[src/rtl/pipe_pkg.sv]
// Shared types for the multi-channel pipelined accumulator.
package pipe_pkg;

    localparam int W_OP = 2;

    typedef enum logic [W_OP-1:0] {
        OP_ADD  = 2'd0,
        OP_SUB  = 2'd1,
        OP_LOAD = 2'd2,
        OP_READ = 2'd3
    } op_e;

endpackage

[src/rtl/pipe_acc_if.sv]
// Request and result handshake bus of pipe_acc; slave is the accumulator side.
interface pipe_acc_if #(
    parameter int W_DATA = 32,
    parameter int N_CH   = 4,
    parameter int W_CNT  = 16
);
    import pipe_pkg::*;

    localparam int W_CH = $clog2(N_CH);

    logic              i_valid;
    logic              o_ready;
    logic [W_CH-1:0]   i_ch;
    op_e               i_op;
    logic [W_DATA-1:0] i_data;
    logic              o_valid;
    logic              i_ready;
    logic [W_CH-1:0]   o_ch;
    logic [W_DATA-1:0] o_data;
    logic              o_ovf;
    logic [W_CNT-1:0]  o_count;

    modport slave (
        input  i_valid, i_ch, i_op, i_data, i_ready,
        output o_ready, o_valid, o_ch, o_data, o_ovf, o_count
    );

    modport master (
        output i_valid, i_ch, i_op, i_data, i_ready,
        input  o_ready, o_valid, o_ch, o_data, o_ovf, o_count
    );

endinterface

[src/rtl/pipe_fifo.sv]
// Synchronous valid/ready FIFO; outputs read as zero while empty.
module pipe_fifo #(
    parameter int  WIDTH = 8,
    parameter int  DEPTH = 4,
    localparam int PTR_W = $clog2(DEPTH),
    localparam int CNT_W = $clog2(DEPTH + 1)
) (
    input  logic             i_clk,
    input  logic             i_rst,
    input  logic             i_valid,
    output logic             o_ready,
    input  logic [WIDTH-1:0] i_data,
    output logic             o_valid,
    input  logic             i_ready,
    output logic [WIDTH-1:0] o_data,
    output logic [CNT_W-1:0] o_count
);

    logic [WIDTH-1:0] mem [DEPTH];
    logic [PTR_W-1:0] wr_ptr;
    logic [PTR_W-1:0] rd_ptr;
    logic [CNT_W-1:0] count;
    logic             push;
    logic             pop;

    function automatic logic [PTR_W-1:0] bump(input logic [PTR_W-1:0] p);
        return (p == PTR_W'(DEPTH - 1)) ? '0 : p + PTR_W'(1);
    endfunction

    assign o_ready = (count != CNT_W'(DEPTH));
    assign o_valid = (count != '0);
    assign push    = i_valid && o_ready;
    assign pop     = o_valid && i_ready;
    assign o_data  = o_valid ? mem[rd_ptr] : '0;
    assign o_count = count;

    always_ff @(posedge i_clk) begin
        if (i_rst) begin
            wr_ptr <= '0;
            rd_ptr <= '0;
            count  <= '0;
        end else begin
            if (push) wr_ptr <= bump(wr_ptr);
            if (pop)  rd_ptr <= bump(rd_ptr);
            unique case ({push, pop})
                2'b10:   count <= count + CNT_W'(1);
                2'b01:   count <= count - CNT_W'(1);
                default: count <= count;
            endcase
        end
    end

    // NOTE: storage is deliberately not reset; the count gates what is visible.
    always_ff @(posedge i_clk) begin
        if (push) mem[wr_ptr] <= i_data;
    end

endmodule

[src/rtl/pipe_acc.sv]
// Multi-channel accumulator: request register (S1), read-modify-write of the
// channel accumulator with push into the output buffer (S2).
module pipe_acc
    import pipe_pkg::*;
#(
    parameter int W_DATA    = 32,
    parameter int N_CH      = 4,
    parameter bit SATURATE  = 1'b0,
    parameter int OUT_DEPTH = 4,
    parameter int W_CNT     = 16
) (
    input logic      i_clk,
    input logic      i_rst,
    pipe_acc_if.slave bus
);

    localparam int W_CH  = $clog2(N_CH);
    localparam int CNT_W = $clog2(OUT_DEPTH + 1);
    localparam logic [W_DATA-1:0] MAX_V = {1'b0, {(W_DATA-1){1'b1}}};
    localparam logic [W_DATA-1:0] MIN_V = {1'b1, {(W_DATA-1){1'b0}}};

    typedef struct packed {
        logic [W_CH-1:0]   ch;
        logic [W_DATA-1:0] data;
        logic              ovf;
    } result_t;

    logic [W_DATA-1:0] acc [N_CH];
    logic              s1_valid;
    logic [W_CH-1:0]   s1_ch;
    op_e               s1_op;
    logic [W_DATA-1:0] s1_data;
    logic [W_CNT-1:0]  count;

    logic              accept;
    logic              fifo_ready;
    logic              s2_go;
    logic [CNT_W-1:0]  fifo_count;
    logic              ch_ok;
    logic [W_DATA:0]   wide;
    result_t           s2_res;
    result_t           fifo_out;

    // Occupancy uses registered state only, so a same-cycle pop is never credited.
    assign bus.o_ready = !i_rst &&
                         ((32'(fifo_count) + 32'(s1_valid)) < 32'(OUT_DEPTH));
    assign accept      = bus.i_valid && bus.o_ready;
    assign s2_go       = s1_valid && fifo_ready;

    always_ff @(posedge i_clk) begin
        if (i_rst) begin
            s1_valid <= 1'b0;
            count    <= '0;
        end else begin
            s1_valid <= accept;
            if (accept) count <= count + W_CNT'(1);
        end
        if (accept) begin
            s1_ch   <= bus.i_ch;
            s1_op   <= bus.i_op;
            s1_data <= bus.i_data;
        end
    end

    // NOTE: combinational blocks use blocking '=' and assign every output first, so no latch forms.
    always_comb begin
        ch_ok  = (32'(s1_ch) < 32'(N_CH));
        wide   = '0;
        s2_res = '0;
        s2_res.ch = s1_ch;
        if (ch_ok) begin
            unique case (s1_op)
                OP_ADD:  wide = {acc[s1_ch][W_DATA-1], acc[s1_ch]} + {s1_data[W_DATA-1], s1_data};
                OP_SUB:  wide = {acc[s1_ch][W_DATA-1], acc[s1_ch]} - {s1_data[W_DATA-1], s1_data};
                OP_LOAD: wide = {s1_data[W_DATA-1], s1_data};
                default: wide = {acc[s1_ch][W_DATA-1], acc[s1_ch]};
            endcase
            // One extra sign bit disagreeing with the result MSB marks signed overflow.
            s2_res.ovf  = wide[W_DATA] != wide[W_DATA-1];
            s2_res.data = wide[W_DATA-1:0];
            if (s2_res.ovf && SATURATE) s2_res.data = wide[W_DATA] ? MIN_V : MAX_V;
        end
    end

    always_ff @(posedge i_clk) begin
        if (i_rst) begin
            for (int i = 0; i < N_CH; i++) acc[i] <= '0;
        end else if (s2_go && ch_ok) begin
            acc[s1_ch] <= s2_res.data;
        end
    end

    pipe_fifo #(
        .WIDTH ($bits(result_t)),
        .DEPTH (OUT_DEPTH)
    ) u_out_fifo (
        .i_clk   (i_clk),
        .i_rst   (i_rst),
        .i_valid (s1_valid),
        .o_ready (fifo_ready),
        .i_data  (s2_res),
        .o_valid (bus.o_valid),
        .i_ready (bus.i_ready),
        .o_data  (fifo_out),
        .o_count (fifo_count)
    );

    assign bus.o_ch    = fifo_out.ch;
    assign bus.o_data  = fifo_out.data;
    assign bus.o_ovf   = fifo_out.ovf;
    assign bus.o_count = count;

endmodule

[src/flat_wrapper.sv]
// flat-port wrapper written by rule: the top's interface ports become plain ports
module pipe_acc_flat import pipe_pkg::*;
#(
    parameter int W_DATA    = 32,
    parameter int N_CH      = 4,
    parameter bit SATURATE  = 1'b0,
    parameter int OUT_DEPTH = 4,
    parameter int W_CNT     = 16
)
  (i_clk, i_rst, bus_i_valid, bus_i_ch, bus_i_op, bus_i_data, bus_i_ready, bus_o_ready, bus_o_valid, bus_o_ch, bus_o_data, bus_o_ovf, bus_o_count);
  pipe_acc_if #(.W_DATA(W_DATA), .N_CH(N_CH), .W_CNT(W_CNT)) bus_i ();
  input logic i_clk;
  input logic i_rst;
  input wire logic [$bits(bus_i.i_valid)-1:0] bus_i_valid;
  input wire logic [$bits(bus_i.i_ch)-1:0] bus_i_ch;
  input wire logic [$bits(bus_i.i_op)-1:0] bus_i_op;
  input wire logic [$bits(bus_i.i_data)-1:0] bus_i_data;
  input wire logic [$bits(bus_i.i_ready)-1:0] bus_i_ready;
  output wire logic [$bits(bus_i.o_ready)-1:0] bus_o_ready;
  output wire logic [$bits(bus_i.o_valid)-1:0] bus_o_valid;
  output wire logic [$bits(bus_i.o_ch)-1:0] bus_o_ch;
  output wire logic [$bits(bus_i.o_data)-1:0] bus_o_data;
  output wire logic [$bits(bus_i.o_ovf)-1:0] bus_o_ovf;
  output wire logic [$bits(bus_i.o_count)-1:0] bus_o_count;
  assign bus_i.i_valid = bus_i_valid;
  assign bus_i.i_ch = bus_i_ch;
  assign bus_i.i_op = bus_i_op;
  assign bus_i.i_data = bus_i_data;
  assign bus_i.i_ready = bus_i_ready;
  assign bus_o_ready = bus_i.o_ready;
  assign bus_o_valid = bus_i.o_valid;
  assign bus_o_ch = bus_i.o_ch;
  assign bus_o_data = bus_i.o_data;
  assign bus_o_ovf = bus_i.o_ovf;
  assign bus_o_count = bus_i.o_count;
  pipe_acc #(.W_DATA(W_DATA), .N_CH(N_CH), .SATURATE(SATURATE), .OUT_DEPTH(OUT_DEPTH), .W_CNT(W_CNT)) u_core (.i_clk(i_clk), .i_rst(i_rst), .bus(bus_i));
endmodule
[config.mk]
export PLATFORM = sky130hd
export DESIGN_NAME = pipe_acc_flat
export DESIGN_NICKNAME = d
export VERILOG_FILES = /design/src/rtl/pipe_pkg.sv /design/src/rtl/pipe_acc_if.sv /design/src/rtl/pipe_fifo.sv /design/src/rtl/pipe_acc.sv /design/src/flat_wrapper.sv
export SDC_FILE = /design/constraint.sdc
export NUM_CORES = 1
export LEC_CHECK = 0
export ABC_AREA = 1
export CAP_MARGIN = 20
export CORE_UTILIZATION = 40
export DETAILED_ROUTE_END_ITERATION = 8
export GPL_TIMING_DRIVEN = 0
export PLACE_DENSITY = 0.67
export SETUP_SLACK_MARGIN = 0.02
export SYNTH_ARGS = -nofsm -noshare
export SYNTH_HDL_FRONTEND = slang
export SYNTH_SLANG_ARGS = --single-unit
[constraint.sdc]
create_clock -name i_clk -period 6.6 [get_ports i_clk]
set_input_delay 1.32 -clock i_clk [delete_from_list [all_inputs] [get_ports i_clk]]
set_output_delay 1.32 -clock i_clk [all_outputs]
set_load 0.02 [all_outputs]
==> flow_summary.yaml <==
worst_setup_path:
  crit_required_ns: 5.28
  startpoint_type: "input port"
  cp_cell_sequence: "clkdlybuf4s50_1 -> buf_2 -> inv_2 -> clkbuf_1 -> nand3_1 -> inv_1 -> clkdlybuf4s50_1"
  crit_slowest_cell: "clkdlybuf4s50_1"
  cp_slowest_stage_delay_ns: 0.60
  worstPathArrival_ns: 3.53
  cp-end-kind: "output pin"
  path_max_fanout: 10
  crit_top_cell: "clkdlybuf4s50_1"
  critPathKind: "in2out"
timing:
  min_period_ns: 4.85
  setup_viol: 0
  hold_violations: 0
  rsz0062_at_grt: "false"
  final_max_slew_viol_count: 0
  clock_skew_ns: 0.0372
  worstMarginPinSlew_ns: 0.985
  clock.fmax_mhz: 206
  slew_headroom_pct: 34.1
  tns_ns: 0
  fin_crit_sh_pct: 73.4
logic_synthesis:
  synth_area_leaders: "edfxtp_1, nor2_1, nand2_1, o21ai_0, inv_1"
  ys_warn_count: 0
  synthFlopType: "edfxtp_1"
  synthArstFlopShare_pct: 0
  synth_cells: 1872
  synth_area_um2: 17000
  syn_nets: 1954
  ys_ff_latch: 332
  synth_edf_count: 304
  syn_area_per_cell_um2: 9.10
  post-synth-top-area-fraction_pct: 53.6
  yosysTopAreaCell: "edfxtp_1"
  yosysSeqAreaShare_pct: 56.9
  ys_types: 49
clocking:
  cts_hold_buf: 0
  htree_levels: 2
  cts_buffers: 36
  numClockSinks: 332
  clock_tree.root_cell: "clkbuf_16"
  clkSlewWorstSetupHoldPaths_ns: 0.06
  insertion_delay_ns: 0.56
  post_cts_buffers: 0
  cts.repair.resized: 0
  clockBufferDepth: 3
  cts_tree: "yes"
global_routing:
  grt_pass1_vias: 13000
  track_usage_pct: 22.0
  grt_pass1_wl_um: 73000
  antenna_found_initial: 0
  gr-total-overflow: 0
  grt_max_degree: 43
die:
  start_util_pct: 40.6
  num_rows: 75
  num_io_pins: 93
  die_h_um: 208
  die-area_um2: 43400
  core_um2: 41900
  die_x_um: 208
placed_design:
  placed_cells: 2509
  portBuffers: 92
  gp_congestion: 0.975
  hpwl_um: 35300
finish:
  antenna_cells: 0
  layout.nets: 2090
  nFillCells: 3916
  areaGrowthSynthToFinish_pct: 16.8
  final_common_cell: "nor2_1"
  fin_cells: 2572
  drive_above_1_share_pct: 5.66
  layout_common_cells: "nor2_1, nand2_1, edfxtp_1"
route:
  avgViaCountPerCell: 5.30
  vias: 13600
  drt_pass1_iterations: 5
  route.detailed.drc: 0
  drt_iter0_markers: 1173
  drt_wl_total_um: 47600
  postRouteAntennaNets: 0
  wl_per_cell_um: 18.5
pwr:
  power.density_nw_per_um2: 378
  peakVddDrop_mv: 0.181
  combPwrFrac_pct: 39.4
  p_int_mw: 4.58
  pwr-share-seq_pct: 35.7
  switchingPower_mw: 2.94
  p_leak_nw: 7.90
  power_frac_clock_pct: 24.9
  switching_share_pct: 39.1
hold_path:
  hold_path_class: "reg2reg"
run:
  maxCapViolCount: 0
run_status:
  outcome: "completed"
-- critical path, delay by kind of cell --
kind	cells	cell delay, ns
and+or+nand+nor	1	0.18
buffers and inverters	6	2.01
-- path summary, 6_finish.rpt --
check                                           start                          end  slack, ns  cells after the start
worst max-delay path                            i_rst                  bus_o_ready       1.75                      7
worst min register to register  u_core.bus.o_count[8]        u_core.bus.o_count[8]       0.50                      2
worst max register to register      u_core.s1_data[0]  u_core.u_out_fifo.mem[2][0]       1.86                     20
worst min-delay path            u_core.bus.o_count[8]        u_core.bus.o_count[8]       0.50                      2
-- sequential cells by signal (all words and copies together) (netlist names), named ones only --
name                       count
u_core.s1_valid                1
u_core.u_out_fifo.rd_ptr       2
u_core.s1_op                   2
u_core.bus.o_count            16
u_core.s1_data                32
u_core.acc                   128
u_core.u_out_fifo.mem        140
u_core.u_out_fifo.o_count      3
u_core.s1_ch                   2
u_core.u_out_fifo.wr_ptr       2
-- synthesized netlist by cell type (all sizes together) (2+ instances only) --
cell type,instances
o211ai,5
clkinv,2
o21ai,185
clkbuf,46
nand3b,10
inv,213
nand2,334
a21oi,153
nand3,59
ha,40
a31oi,6
fa,2
nor2,345
a22o,9
and3,3
edfxtp,304
nor3,12
o31ai,4
o22ai,33
buf,23
xor2,27
dfxtp,28
nor3b,2
nor4,2
xnor2,5
o21bai,7
nand4,8
-- power by group through the flow --
stage,Combinational (mW),Clock (mW),Sequential [mW]
floorplan,1.80,0,2.71
global placement,2.86,0,2.73
finish,2.96,1.87,2.68
CTS,2.94,1.90,2.68
detailed placement,2.93,0,2.73
global route,3.24,1.96,2.70
-- metal layers --
layer  GRT usage, %  vias to the layer above  wire length [µm]
li1               -                     6603                 -
met1           30.9                     6393             20800
met2           34.9                      549             21500
met3           3.11                       84              4050
met4           7.05                        0              1290
met5              0                        -                 0
-- layout make-up --
class | instances | area, µm² | share of cell area (%)
Timing Repair Buffer | 98 | 1070 | 5.38
Multi-Input combinational cell | 1256 | 6260 | 31.5
Clock inverter | 19 | 138 | 0.692
Inverter | 215 | 807 | 4.06
Sequential cell | 332 | 9690 | 48.7
Tap cell | 539 | 674 | 3.39
Clock buffer | 44 | 931 | 4.68
Buffer | 69 | 330 | 1.66
-- per-stage QoR --
step	hold slack, ns	total power [mW]	utilization [%]	instance area, µm²	setup WS, ns
floorplan	0.482	4.51	-	17000	3.09
global placement	0.470	5.59	44.4	18600	1.22
detailed placement	0.490	5.65	44.9	18800	1.73
CTS	0.501	7.52	47.4	19900	1.72
global route	0.518	7.90	47.4	19900	1.59
finish	0.498	7.52	47.4	19900	1.75
-- cells by family after synthesis --
group | after synthesis | share of synthesized area, %
and+or+nand+nor | 776 | 18.7
adders and majority gates | 42 | 3.17
buffers and inverters | 284 | 6.67
AOI/OAI and AO/OA | 406 | 12.9
xor gates and xnor gates | 32 | 1.64
DFF | 332 | 56.9
Note: power is estimated with default switching activity, not from simulation.
